File: src/rtl/dual_issue_fetch_queue.sv
// dual_issue_fetch_queue
//
// Instruction fetch stage feeding the dual-issue scheduler. It fetches
// aligned 64-bit instruction pairs from instruction memory, buffers the
// 32-bit words in a circular FIFO, and presents the two oldest words every
// cycle. On each enabled step it retires 0, 1 or 2 words, depending on the
// freeze/dependency feedback from the scheduler.
//
// Ports:
//   clk                 system clock
//   n_rst               synchronous reset, active-high
//   en                  pipeline step enable; gates pops and flush
//   freeze1             slot 0 must not retire this step
//   freeze2             slot 1 must not retire this step
//   dependency_on_ins2  slot 1 depends on slot 0; retire slot 0 only
//   flush               discard queue and redirect fetch (only with en=1)
//   redirect_pc         new fetch byte address (bits[1:0] ignored)
//   imem_req            fetch request, held until imem_gnt
//   imem_gnt            request accepted this cycle
//   imem_addr           8-byte aligned fetch address
//   imem_rvalid         response data valid
//   imem_rdata          [31:0] word at imem_addr, [63:32] word at imem_addr+4
//   instruction0        oldest queued word, 0 when the queue is empty
//   instruction1        second-oldest word, 0 when fewer than two words
//   nothing_filled      queue empty
//   count               number of occupied entries

module dual_issue_fetch_queue #(
  parameter int          DEPTH    = 8,
  parameter logic [31:0] RESET_PC = 32'h0000_0000
) (
  input  logic                     clk,
  input  logic                     n_rst,
  input  logic                     en,
  input  logic                     freeze1,
  input  logic                     freeze2,
  input  logic                     dependency_on_ins2,
  input  logic                     flush,
  input  logic [31:0]              redirect_pc,
  output logic                     imem_req,
  input  logic                     imem_gnt,
  output logic [31:0]              imem_addr,
  input  logic                     imem_rvalid,
  input  logic [63:0]              imem_rdata,
  output logic [31:0]              instruction0,
  output logic [31:0]              instruction1,
  output logic                     nothing_filled,
  output logic [$clog2(DEPTH):0]   count
);

  localparam int PW = $clog2(DEPTH);
  localparam int CW = PW + 1;

  typedef enum logic [1:0] {
    IDLE = 2'd0,
    REQ  = 2'd1,
    WAIT = 2'd2
  } fetch_state_t;

  // Storage and pointers
  logic [31:0]   mem [DEPTH];
  logic [PW-1:0] head;
  logic [PW-1:0] tail;
  logic [PW-1:0] head_plus1;
  logic [PW-1:0] tail_plus1;

  // Fetch control. The fetch address is always pair-aligned, so only the
  // line number (address bits [31:3]) is kept.
  fetch_state_t  state;
  fetch_state_t  state_next;
  logic [28:0]   fetch_line;
  logic          drop_flag;
  logic          drop_next;
  logic          skip_first;

  // Per-cycle decisions
  logic          flush_now;
  logic          accept;
  logic          has_space;
  logic [1:0]    push_num;
  logic [1:0]    pop_num;
  logic [CW-1:0] count_next;

  logic          unused_redirect_bits;
  assign unused_redirect_bits = ^redirect_pc[1:0];

  assign head_plus1 = head + PW'(1);
  assign tail_plus1 = tail + PW'(1);

  assign flush_now = en & flush;

  // A response lands only if it was not orphaned by an earlier flush and
  // is not being thrown away by a flush in this very cycle.
  assign accept = imem_rvalid & ~drop_flag & ~flush_now;

  // After a redirect into the upper half of a pair, the lower word of the
  // first response lies before the target and must not be queued.
  always_comb begin
    push_num = 2'd0;
    if (accept) begin
      push_num = skip_first ? 2'd1 : 2'd2;
    end
  end

  always_comb begin
    pop_num = 2'd0;
    if (en && !flush && !freeze1 && (count != '0)) begin
      if (freeze2 || dependency_on_ins2 || (count == CW'(1))) begin
        pop_num = 2'd1;
      end else begin
        pop_num = 2'd2;
      end
    end
  end

  assign count_next = count + CW'(push_num) - CW'(pop_num);

  // Uses the occupancy before this cycle's pops, so a request is only
  // issued when a full pair is guaranteed to fit on arrival.
  assign has_space = (count <= CW'(DEPTH - 2));

  // Fetch FSM: next state, drop flag and request output
  always_comb begin
    state_next = state;
    drop_next  = drop_flag;
    imem_req   = 1'b0;
    case (state)
      IDLE: begin
        if (has_space) begin
          state_next = REQ;
        end
      end
      REQ: begin
        imem_req = 1'b1;
        if (imem_gnt) begin
          state_next = WAIT;
          // Granted in the flush cycle: the response belongs to the old
          // stream and has to be swallowed when it shows up.
          if (flush_now) begin
            drop_next = 1'b1;
          end
        end else if (flush_now) begin
          state_next = IDLE;
        end
      end
      WAIT: begin
        if (imem_rvalid) begin
          state_next = IDLE;
          drop_next  = 1'b0;
        end else if (flush_now) begin
          drop_next = 1'b1;
        end
      end
      default: begin
        state_next = IDLE;
      end
    endcase
  end

  // Control registers
  always_ff @(posedge clk) begin
    if (n_rst) begin
      state      <= IDLE;
      drop_flag  <= 1'b0;
      head       <= '0;
      tail       <= '0;
      count      <= '0;
      fetch_line <= RESET_PC[31:3];
      skip_first <= 1'b0;
    end else begin
      state     <= state_next;
      drop_flag <= drop_next;
      if (flush_now) begin
        head       <= '0;
        tail       <= '0;
        count      <= '0;
        fetch_line <= redirect_pc[31:3];
        skip_first <= redirect_pc[2];
      end else begin
        head  <= head + PW'(pop_num);
        tail  <= tail + PW'(push_num);
        count <= count_next;
        if (accept) begin
          fetch_line <= fetch_line + 29'd1;
          skip_first <= 1'b0;
        end
      end
    end
  end

  // Word storage; contents are don't-care until covered by count
  always_ff @(posedge clk) begin
    if (!n_rst && accept) begin
      if (skip_first) begin
        mem[tail] <= imem_rdata[63:32];
      end else begin
        mem[tail]       <= imem_rdata[31:0];
        mem[tail_plus1] <= imem_rdata[63:32];
      end
    end
  end

  assign imem_addr      = {fetch_line, 3'b000};
  assign nothing_filled = (count == '0);
  assign instruction0   = (count != '0)        ? mem[head]       : 32'd0;
  assign instruction1   = (count >= CW'(2))    ? mem[head_plus1] : 32'd0;

endmodule

File: config.mk
export PLATFORM = sky130hd
export DESIGN_NAME = dual_issue_fetch_queue
export DESIGN_NICKNAME = d
export VERILOG_FILES = /design/src/rtl/dual_issue_fetch_queue.sv
export SDC_FILE = /design/constraint.sdc
export NUM_CORES = 1
export LEC_CHECK = 0
export BUFFER_PORTS_ARGS = -buffer_cell sky130_fd_sc_hd__buf_4
export CAP_MARGIN = 20
export CORE_MARGIN = 3
export CORE_UTILIZATION = 30
export CTS_BUF_LIST = sky130_fd_sc_hd__clkbuf_16
export CTS_CLUSTER_SIZE = 20
export DETAILED_ROUTE_END_ITERATION = 10
export HOLD_SLACK_MARGIN = 0.08
export PLACE_DENSITY = 0.5
export SYNTH_ARGS = -nofsm -noshare
export SYNTH_HDL_FRONTEND = slang
export SYNTH_SLANG_ARGS = --single-unit
File: constraint.sdc
create_clock -name clk -period 6.34 [get_ports clk]
set_clock_uncertainty 0.05 [all_clocks]
set_input_delay 0.951 -clock clk [delete_from_list [all_inputs] [get_ports clk]]
set_output_delay 0.951 -clock clk [all_outputs]
set_load 0.02 [all_outputs]
-- Yosys cells after proc, flatten, opt, wreduce, memory -nomap -nowiden
Memory sizes are Yosys's and may differ from the RTL's. A register that Yosys moved wholly into a read port is not among the register bits.
Cells that the tools add are included.
- bits in registers: 43
- memory bits (writable): 256
- input bits: 105
- memories: 1
- bitwise logic cells: 6
- $lt $le $gt $ge: 2
- reduce and logical (&&, ||, !) cells: 17
- equal/unequal tests: 7
- add/subtract/negate cells: 7
- mux-type cells: 28
- memories (name ; depth ; bits a word ; read ports ; clocked after memory_dff ; write ports ; RTL line ; source):
    mem ; 8 ; 32 ; 2 ; 1 ; 2 ; 61 ; logic [31:0] mem [DEPTH];
- operator list (cell ; number):
    2-to-1 mux 32 bit ; 3
    2-to-1 mux 29 bit ; 2
    adder 29 x 1 -> 29 bit, second input constant ; 1
    2-to-1 mux 2 bit ; 8
    2-to-1 mux 1 bit ; 12
    adder 3 x 1 -> 3 bit, second input constant ; 2
    adder 3 x 2 -> 3 bit ; 2
    inequality test 2 bit, second input constant ; 3
    case mux 2 bit (3 select lines) ; 1
    adder 4 x 2 -> 4 bit ; 1
    == test 4 x 1 -> 1 bit, second input constant ; 1
    greater-or-equal comparator 4 x 2 -> 1 bit, second input constant ; 1
    less-or-equal comparator 4 x 3 -> 1 bit, second input constant ; 1
    logical AND 1 bit ; 4
    logical NOT 4 bit ; 1
    nonzero test 2 bit ; 2
    nonzero test 4 bit ; 1
    subtractor 4 x 2 -> 4 bit ; 1
    bitwise AND 1 bit ; 3
    logical NOT 1 bit ; 3
    2-to-1 mux 3 bit ; 1
    inequality test 3 bit, second input constant ; 1
    AND reduction 3 bit ; 1
    == test 2 x 1 -> 1 bit, second input constant ; 1
    8 further kinds ; 10

-- Longest topological paths before layout
Gate-level depths: netlist (run 1).
- word-level depth: 7
- depth in mapped cells: 14

-- Worst setup path after synthesis (run 1)
OpenSTA, ideal clock, no wires.
- kind: input-to-reg
- start: in n_rst
- end: mem mem[7][0] (enable)
- setup time: 466 ps
- slack: 1603 ps
- stages on the path: 7
- required time: 5824 ps
- data arrival time: 4221 ps
- cells stage by stage: buf_6 > a21o_1 > clkbuf_1 > nor2_1 > clkbuf_1 > nand2_1 > o21ai_0
- RTL lines (element ; RTL line ; source):
    start, declared ; 33 ; input logic n_rst,
    end, declared ; 61 ;

-- Worst setup path after layout (run 1)
- start: reg head[1]
- end: out instruction1[1]
- longest elaborated chain between the ends: 3
- ends and longest elaborated chain (element ; RTL line ; source):
    start, declared ; 62 ; logic [PW-1:0] head;
    start signal, assigned ; 180 ; head <= head + PW'(pop_num);
    adder 3 x 1 -> 3 bit ; 87 ; assign head_plus1 = head + PW'(1);
    memory read (8 x 32 bit) ; -- ;
    2-to-1 mux 32 bit ; 206 ; assign instruction1 = (count >= CW'(2)) ? mem[head_plus1] : 32'd0;
    end, declared ; 46 ; output logic [31:0] instruction1,
Every way passes these cells.

==> results of run 1 <==
-- worst min-delay path by stage --
stage	cells past startpoint	startpoint	slack, ps	to
after floorplan	1	state[1]	410	state[0]
after global placement	1	state[1]	430	state[0]
after detailed placement	1	state[1]	450	state[0]
after CTS	1	state[1]	450	state[0]
after global routing	1	state[1]	500	state[0]
final	1	state[1]	460	state[0]
-- kinds of logic (layout without fill, tap and decap cells) --
kind of cell / after synthesis / in the layout
xor gates and xnor gates: 19 / 19
muxes: 448 / 448
AOI/OAI and AO/OA: 103 / 103
buffers and inverters: 118 / 314
other: 1 / 3
adders and majority gates: 15 / 15
and+or+nand+nor: 248 / 248
DFF: 299 / 299
-- flip-flops by register name, indices dropped and copies added (netlist names) --
register,cells
count,4
drop_flag,1
fetch_line,29
head,3
mem,256
skip_first,1
state,2
tail,3
-- routing by layer --
layer / GRT usage, % / routed length (µm) / vias up
met5: 0 / 0 / -
met4: 3.77 / 947 / 0
met3: 3.18 / 2710 / 60
met2: 30.8 / 28400 / 320
met1: 22.6 / 24300 / 6132
li1: - / - / 5300
-- cell type report --
class                   count  area, µm²  share of cell area, %
inverters                  16       60.1                  0.275
well taps                 773        967                   4.43
repair buffers            226       1710                   7.82
clock inverters            32        229                   1.05
flip-flops and latches    299       8560                   39.2
multi-input cells         836       9330                   42.7
clock buffers              40       1000                   4.58
-- metrics by stage --
stage | hold slack (ps) | cells | instance area (µm²) | utilization (%) | setup slack (ps)
after floorplan | 409 | 1253 | 18300 | - | 1600
after global placement | 431 | 2150 | 20600 | 34.5 | 1720
after detailed placement | 454 | 2150 | 20600 | 34.5 | 1680
after CTS | 452 | 2222 | 21900 | 36.6 | 1600
after global routing | 495 | 2222 | 21900 | 36.6 | 1470
final | 463 | 2222 | 21900 | 36.6 | 1720
-- power by group --
part           switching, W  leakage (nW)  internal [W]
clock network      0.000881         0.639       0.00127
logic              0.000882          4.47      0.000653
registers         0.0000511          2.67       0.00222
total               0.00182          7.78       0.00414
-- cells in the mapped netlist (all sizes together), types with 5 or more instances --
library cell  number
a211oi            14
a21oi             38
a22oi              7
a311oi             9
and2              10
and4               7
buf               50
clkbuf            52
dfxtp             43
edfxtp           256
ha                11
inv               16
mux2             288
mux2i             32
mux4             128
nand2             82
nand3             16
nand4             13
nor2              71
nor3              11
o211ai             5
o21ai              8
or3                9
or4               10
xnor2              5
xor2              14
-- worst reg2reg max path, delay by kind of cell (launching register included) --
family / cells / cell delay (ps)
AOI/OAI and AO/OA: 1 / 430
and+or+nand+nor: 3 / 2050
DFF: 1 / 320
buffers and inverters: 1 / 550
==> qor.json, run 1 <==
{
  "run_status": {
    "run_status": "finished, final reports clean"
  },
  "timing": {
    "worst-slew-pin-transition_ps": 1050,
    "finalCriticalPeriod_ps": 4620,
    "unrepaired_setup_endpoints_after_global_routing": "false",
    "final-max-slew-violation-count": 0,
    "setup_viol": 0,
    "final.period_utilization_pct": 72.9,
    "hold_viol_final": 0,
    "maxClockFrequency_mhz": 216,
    "fin_tns_setup_ps": 0,
    "relSlewSlack_pct": 29.9
  },
  "floorplanning": {
    "ioPinCount": 207,
    "fp-row-count": 89,
    "initial_utilization_pct": 30.7,
    "dieWidth_um": 253,
    "fp.dieH_um": 253,
    "coreArea_um2": 59700,
    "design.die.area_um2": 64100
  },
  "logic_synthesis": {
    "synth.top_cells.by_area": "sky130_fd_sc_hd__edfxtp_1 (42%), sky130_fd_sc_hd__mux4_2 (16%), sky130_fd_sc_hd__mux2_2 (9.8%)",
    "postSynth.topFlopCell": "sky130_fd_sc_hd__edfxtp_1",
    "synth_largest_area_cell": "sky130_fd_sc_hd__edfxtp_1",
    "synth.mux.area_fraction_pct": 37.6,
    "ys.warnings.count": 0,
    "sequential_fraction_of_the_synthesis_area_pct": 46.7,
    "synth.lib_cells_used.distinct": 57,
    "average_footprint_of_a_synthesized_cell_um2": 14.6,
    "count_of_flip_flops_with_a_built_in_enable_after_synthesis": 256,
    "ys_async_sr_fraction_pct": 0,
    "synth-compound-area-share_pct": 3.74,
    "synth_fa_ha_area_share_pct": 1.19,
    "simple_gate_share_of_the_synthesized_area_pct": 6.61,
    "synth_xor_xnor_area_share_pct": 0.909,
    "synthesis.area_um2": 18300,
    "netlist_instances": 1251,
    "netlist.area_leader.share_pct": 42.0,
    "synth_top_family_by_area": "multiplexers",
    "synth-seq-cells": 299
  },
  "worst_setup_path": {
    "setup.worst_path.end_class": "output port",
    "crit_family": "flip-flops",
    "worst-path-buf-inv": 2,
    "required_time_at_the_worst_slack_endpoint_ps": 5340,
    "worst_setup_path_endpoint": "instruction1[1]",
    "timing.critical_path.depth": 6,
    "cp_cell_sequence": "ha_4 -> buf_4 -> mux4_2 -> nand2_1 -> a21oi_1 -> buf_4",
    "path_max_fanout": 37,
    "critical-path-max-stage-delay_ps": 860,
    "cp-start-kind": "flop",
    "r2r-end": "mem[3][18]",
    "regToRegSetupSlack_ps": 2560,
    "r2r_start": "drop_flag",
    "timing.critical_path.from": "head[1]",
    "critical-path-slowest-cell": "sky130_fd_sc_hd__dfxtp_4",
    "critPathArrivalTime_ps": 3620,
    "cell_with_the_most_instances_on_the_worst_path": "sky130_fd_sc_hd__buf_4",
    "worstSetupPathType": "reg2out",
    "ff2ff_path_depth": 5
  },
  "detailed_routing": {
    "detail_route.first_pass.iterations": 5,
    "final_antenna_net_count": 0,
    "detail_route.iter0.violations": 632,
    "route.vias.total": 11800,
    "drt-total-wl_mm": 56.4,
    "avgViaCountPerCell": 5.32,
    "wire_per_inst_um": 25.4,
    "detail_route.drc_violations": 0
  },
  "grt": {
    "global_route.overflow_total": 0,
    "vias_in_the_first_global_route": 12500,
    "pin_count_of_the_biggest_net_entering_global_routing": 130,
    "number_of_antenna_violations_at_the_first_check_in_global_routing": 0,
    "global_route_wire_length_before_repair_mm": 83.0,
    "groute.usage.overall_pct": 17.5
  },
  "flow_run": {
    "maxCapViolations": 0
  },
  "clock_network": {
    "cts_resized": 0,
    "clk_pin_slew_ps": 60,
    "cts.root.buffer_cell": "sky130_fd_sc_hd__clkbuf_16",
    "num_cts_buffers": 39,
    "cts_num_sinks": 299,
    "clock_insertion_delay_worst_skew_ps": 560,
    "deepest_clock_path_buffer_count": 3,
    "cts_hold_repair.buffers": 0,
    "tritoncts": "yes",
    "htree_num_levels": 2,
    "post_cts.repair.setup_buffers": 0
  },
  "layout": {
    "layout_nets": 1538,
    "antenna_cells": 0,
    "fraction_of_layout_instances_using_a_drive_strength_above_1_pct": 49.1,
    "layout_common_cells": "sky130_fd_sc_hd__edfxtp_1 (256), sky130_fd_sc_hd__buf_4 (225), sky130_fd_sc_hd__mux2_2 (160)",
    "num-fill-cells": 5769,
    "mostFrequentLayoutCell": "sky130_fd_sc_hd__edfxtp_1",
    "areaGrowthSynthToFinish_pct": 19.3
  },
  "placed_design": {
    "dpl.hpwl_mm": 33.5,
    "gp_congestion": 0.764,
    "number_of_buffer_cells_added_on_primary_ports": 201
  },
  "power_and_ir_drop": {
    "p_total_w": 0.00595,
    "power_leakage_nw": 7.78,
    "power.ir.vdd_worst_v": 0.000164,
    "power_per_cell_area_nw_per_um2": 272
  },
  "min_path": {
    "min-delay-path-class": "reg2reg"
  }
}
Power figures use the tool's default switching activity.
==> run 2, diff against run 1 <==
Settings changed: PLACE_DENSITY 0.5 to 0.51.
Clock period 6.34 ns to 3.85 ns, I/O delays scaled along.
==> qor.json, run 2 (synthesis gave the netlist of run 1 again) <==
{
  "floorplanning": {
    "fp-row-count": {"value": 89, "change": "unchanged"},
    "fp.dieH": {"value": 253, "unit": "µm", "change": "unchanged"},
    "initial_utilization": {"value": 30.7, "unit": "%", "change": "unchanged"},
    "ioPinCount": {"value": 207, "change": "unchanged"},
    "coreArea": {"value": 59700, "unit": "µm²", "change": "unchanged"},
    "design.die.area": {"value": 64100, "unit": "µm²", "change": "unchanged"},
    "dieWidth": {"value": 253, "unit": "µm", "change": "unchanged"}
  },
  "layout": {
    "mostFrequentLayoutCell": "sky130_fd_sc_hd__edfxtp_1",
    "reg.largest.list": "mem: 256 flops, fetch_line: 29 flops, count: 4 flops",
    "top_reg_by_flops": "mem",
    "fraction_of_layout_instances_using_a_drive_strength_above_1": {"value": 50.1, "unit": "%", "change": "+1.0 points"},
    "final_util": {"value": 37.3, "unit": "%", "change": "+0.67 points"},
    "areaGrowthSynthToFinish_pct": 21.5,
    "layout_nets": {"value": 1567, "change": "+1.9%"},
    "largest_register_ff_count": {"value": 256, "change": "unchanged"},
    "layout_common_cells": "sky130_fd_sc_hd__edfxtp_1 (256), sky130_fd_sc_hd__buf_4 (243), sky130_fd_sc_hd__mux2_2 (160)"
  },
  "grt": {
    "number_of_antenna_violations_at_the_first_check_in_global_routing": {"value": 3, "change": "+3"},
    "groute.usage.overall": {"value": 18.0, "unit": "%", "change": "+0.48 points"},
    "global_route_wire_length_before_repair": {"value": 84.8, "unit": "mm", "change": "+2.1%"},
    "global_route.overflow_total": {"value": 0, "change": "unchanged"},
    "pin_count_of_the_biggest_net_entering_global_routing": {"value": 83, "change": "-36%"},
    "vias_in_the_first_global_route": {"value": 12500, "change": "+0.34%"}
  },
  "clock_network": {
    "post_cts.repair.setup_buffers": {"value": 0, "change": "unchanged"},
    "deepest_clock_path_buffer_count": {"value": 3, "change": "unchanged"},
    "cts_resized": {"value": 0, "change": "unchanged"},
    "clk_pin_slew": {"value": 50, "unit": "ps", "change": "about the same"},
    "cts.root.buffer_cell": "sky130_fd_sc_hd__clkbuf_16",
    "cts_num_sinks": {"value": 299, "change": "unchanged"},
    "clock_insertion_delay_worst_skew": {"value": 540, "unit": "ps", "change": "-20 ps"},
    "cts_hold_repair.buffers": {"value": 0, "change": "unchanged"},
    "num_cts_buffers": {"value": 39, "change": "unchanged"},
    "tritoncts": "yes",
    "htree_num_levels": {"value": 2, "change": "unchanged"}
  },
  "timing": {
    "final.period_utilization_pct": 82.4,
    "hold_ws": {"value": 225, "unit": "ps", "change": "-238 ps"},
    "fin_tns_setup": {"value": 0, "unit": "ps", "change": "unchanged"},
    "final-max-slew-violation-count": {"value": 0, "change": "unchanged"},
    "worst-slew-pin-transition": {"value": 882, "unit": "ps", "change": "-170 ps"},
    "relSlewSlack": {"value": 41.2, "unit": "%", "change": "+11 points"},
    "unrepaired_setup_endpoints_after_global_routing": "false",
    "hold_viol_final": {"value": 0, "change": "unchanged"},
    "maxClockFrequency_mhz": 315,
    "setup_ws": {"value": 678, "unit": "ps", "change": "-1040 ps"},
    "setup_viol": {"value": 0, "change": "unchanged"},
    "finalCriticalPeriod_ps": 3170
  },
  "worst_setup_path": {
    "critical-path-max-stage-delay": {"value": 560, "unit": "ps", "change": "-300 ps"},
    "cell_with_the_most_instances_on_the_worst_path": "sky130_fd_sc_hd__buf_4",
    "setup.worst_path.end_class": "output port",
    "path_max_fanout": {"value": 20, "change": "-46%"},
    "cp_cell_sequence": "ha_4 -> buf_4 -> mux4_2 -> nand2_1 -> a21oi_1 -> buf_4",
    "cp-start-kind": "flop",
    "critical-path-slowest-cell": "sky130_fd_sc_hd__mux4_2",
    "ff2ff_path_depth": {"value": 11, "change": "+6"},
    "worst_setup_path_endpoint": "instruction1[2]",
    "r2r_start": "count[2]",
    "worstSetupPathType": "reg2out",
    "critPathArrivalTime": {"value": 2540, "unit": "ps", "change": "-1080 ps"},
    "regToRegSetupSlack": {"value": 880, "unit": "ps", "change": "-1680 ps"},
    "timing.critical_path.from": "head[0]",
    "required_time_at_the_worst_slack_endpoint": {"value": 3220, "unit": "ps", "change": "-2120 ps"},
    "r2r-end": "count[3]"
  },
  "power_and_ir_drop": {
    "power.ir.vdd_worst": {"value": 0.000227, "unit": "V", "change": "+38%"},
    "power_per_cell_area": {"value": 450, "unit": "nW/µm²", "change": "+65%"},
    "p_total": {"value": 0.0100, "unit": "W", "change": "+68%"},
    "power_leakage": {"value": 7.97, "unit": "nW", "change": "+2.4%"}
  },
  "detailed_routing": {
    "drt-total-wl": {"value": 58.0, "unit": "mm", "change": "+2.9%"},
    "wire_per_inst": {"value": 25.8, "unit": "µm", "change": "+1.7%"},
    "final_antenna_net_count": {"value": 0, "change": "unchanged"},
    "detail_route.first_pass.iterations": {"value": 4, "change": "-1"},
    "detail_route.iter0.violations": {"value": 705, "change": "+12%"},
    "route.vias.total": {"value": 12000, "change": "+1.4%"},
    "avgViaCountPerCell": {"value": 5.33, "change": "+0.18%"},
    "detail_route.drc_violations": {"value": 0, "change": "unchanged"}
  },
  "flow_run": {
    "maxCapViolations": {"value": 0, "change": "unchanged"}
  },
  "placed_design": {
    "pre_cts_slack": {"value": 593, "unit": "ps", "change": "-1090 ps"},
    "dpl.hpwl": {"value": 35.3, "unit": "mm", "change": "+5.3%"},
    "gp_congestion": {"value": 0.749, "change": "-2.0%"},
    "number_of_buffer_cells_added_on_primary_ports": {"value": 201, "change": "unchanged"}
  },
  "min_path": {
    "min-delay-path-class": "in2reg"
  },
  "run_status": {
    "run_status": "finished, final reports clean"
  }
}
[run 2: changes by cell type in the layout (fill, tap and decap cells not counted), moves of 2 or more]
cell	before	now
sky130_fd_sc_hd__buf_12	1	12
sky130_fd_sc_hd__buf_4	225	243
sky130_fd_sc_hd__bufinv_16	3	5
sky130_fd_sc_hd__clkinv_1	10	7
sky130_fd_sc_hd__clkinv_2	10	5
sky130_fd_sc_hd__clkinvlp_4	0	2
sky130_fd_sc_hd__diode_2	0	2
[run 2: report_power, final]
group | switching [W] | leakage (nW) | internal, W | total, W
registers | 0.0000814 | 2.67 | 0.00365 | 0.00373
logic | 0.00152 | 4.65 | 0.00111 | 0.00262
clock network | 0.00142 | 0.649 | 0.00224 | 0.00366
[run 2: final cells by class]
cell class / instances / area (µm²)
well taps: 773 / 967
repair buffers: 255 / 2060
clock inverters: 27 / 246
clock buffers: 41 / 1030
multi-input cells: 836 / 9330
flip-flops and latches: 299 / 8560
fillers: 5707 / 37400
inverters: 16 / 60.1
diodes: 2 / 5.00
[run 2: per-stage QoR]
step,instances,cell area (µm²)
after global routing,2249,22300
after floorplan,1253,18300
after global placement,2178,21000
after detailed placement,2178,21000
final,2249,22300
after CTS,2246,22200
[run 2: how the worst min path moves through the flow]
stage,startpoint,to,slack [ps],depth (start not counted)
after floorplan,state[1],state[0],410,1
after global placement,state[1],state[0],420,1
after detailed placement,state[1],state[0],450,1
after CTS,imem_rvalid,drop_flag,180,2
after global routing,imem_rvalid,drop_flag,210,2
final,imem_rvalid,drop_flag,230,2
[run 2: critical path, delay by kind of cell (launching register included)]
kind | cells | cell delay, ps
buf+inv | 2 | 570
fa+ha+maj | 1 | 290
flops | 1 | 370
compound gates | 1 | 120
mux | 1 | 560
simple gates | 1 | 80
[run 2: metal layers]
metal	track usage [%]	vias to the layer above	share of wire, %
li1	-	5363	-
met4	4.47	0	1.9
met3	2.86	70	4.4
met2	31.8	296	51
met5	0	-	0
met1	23.1	6248	43
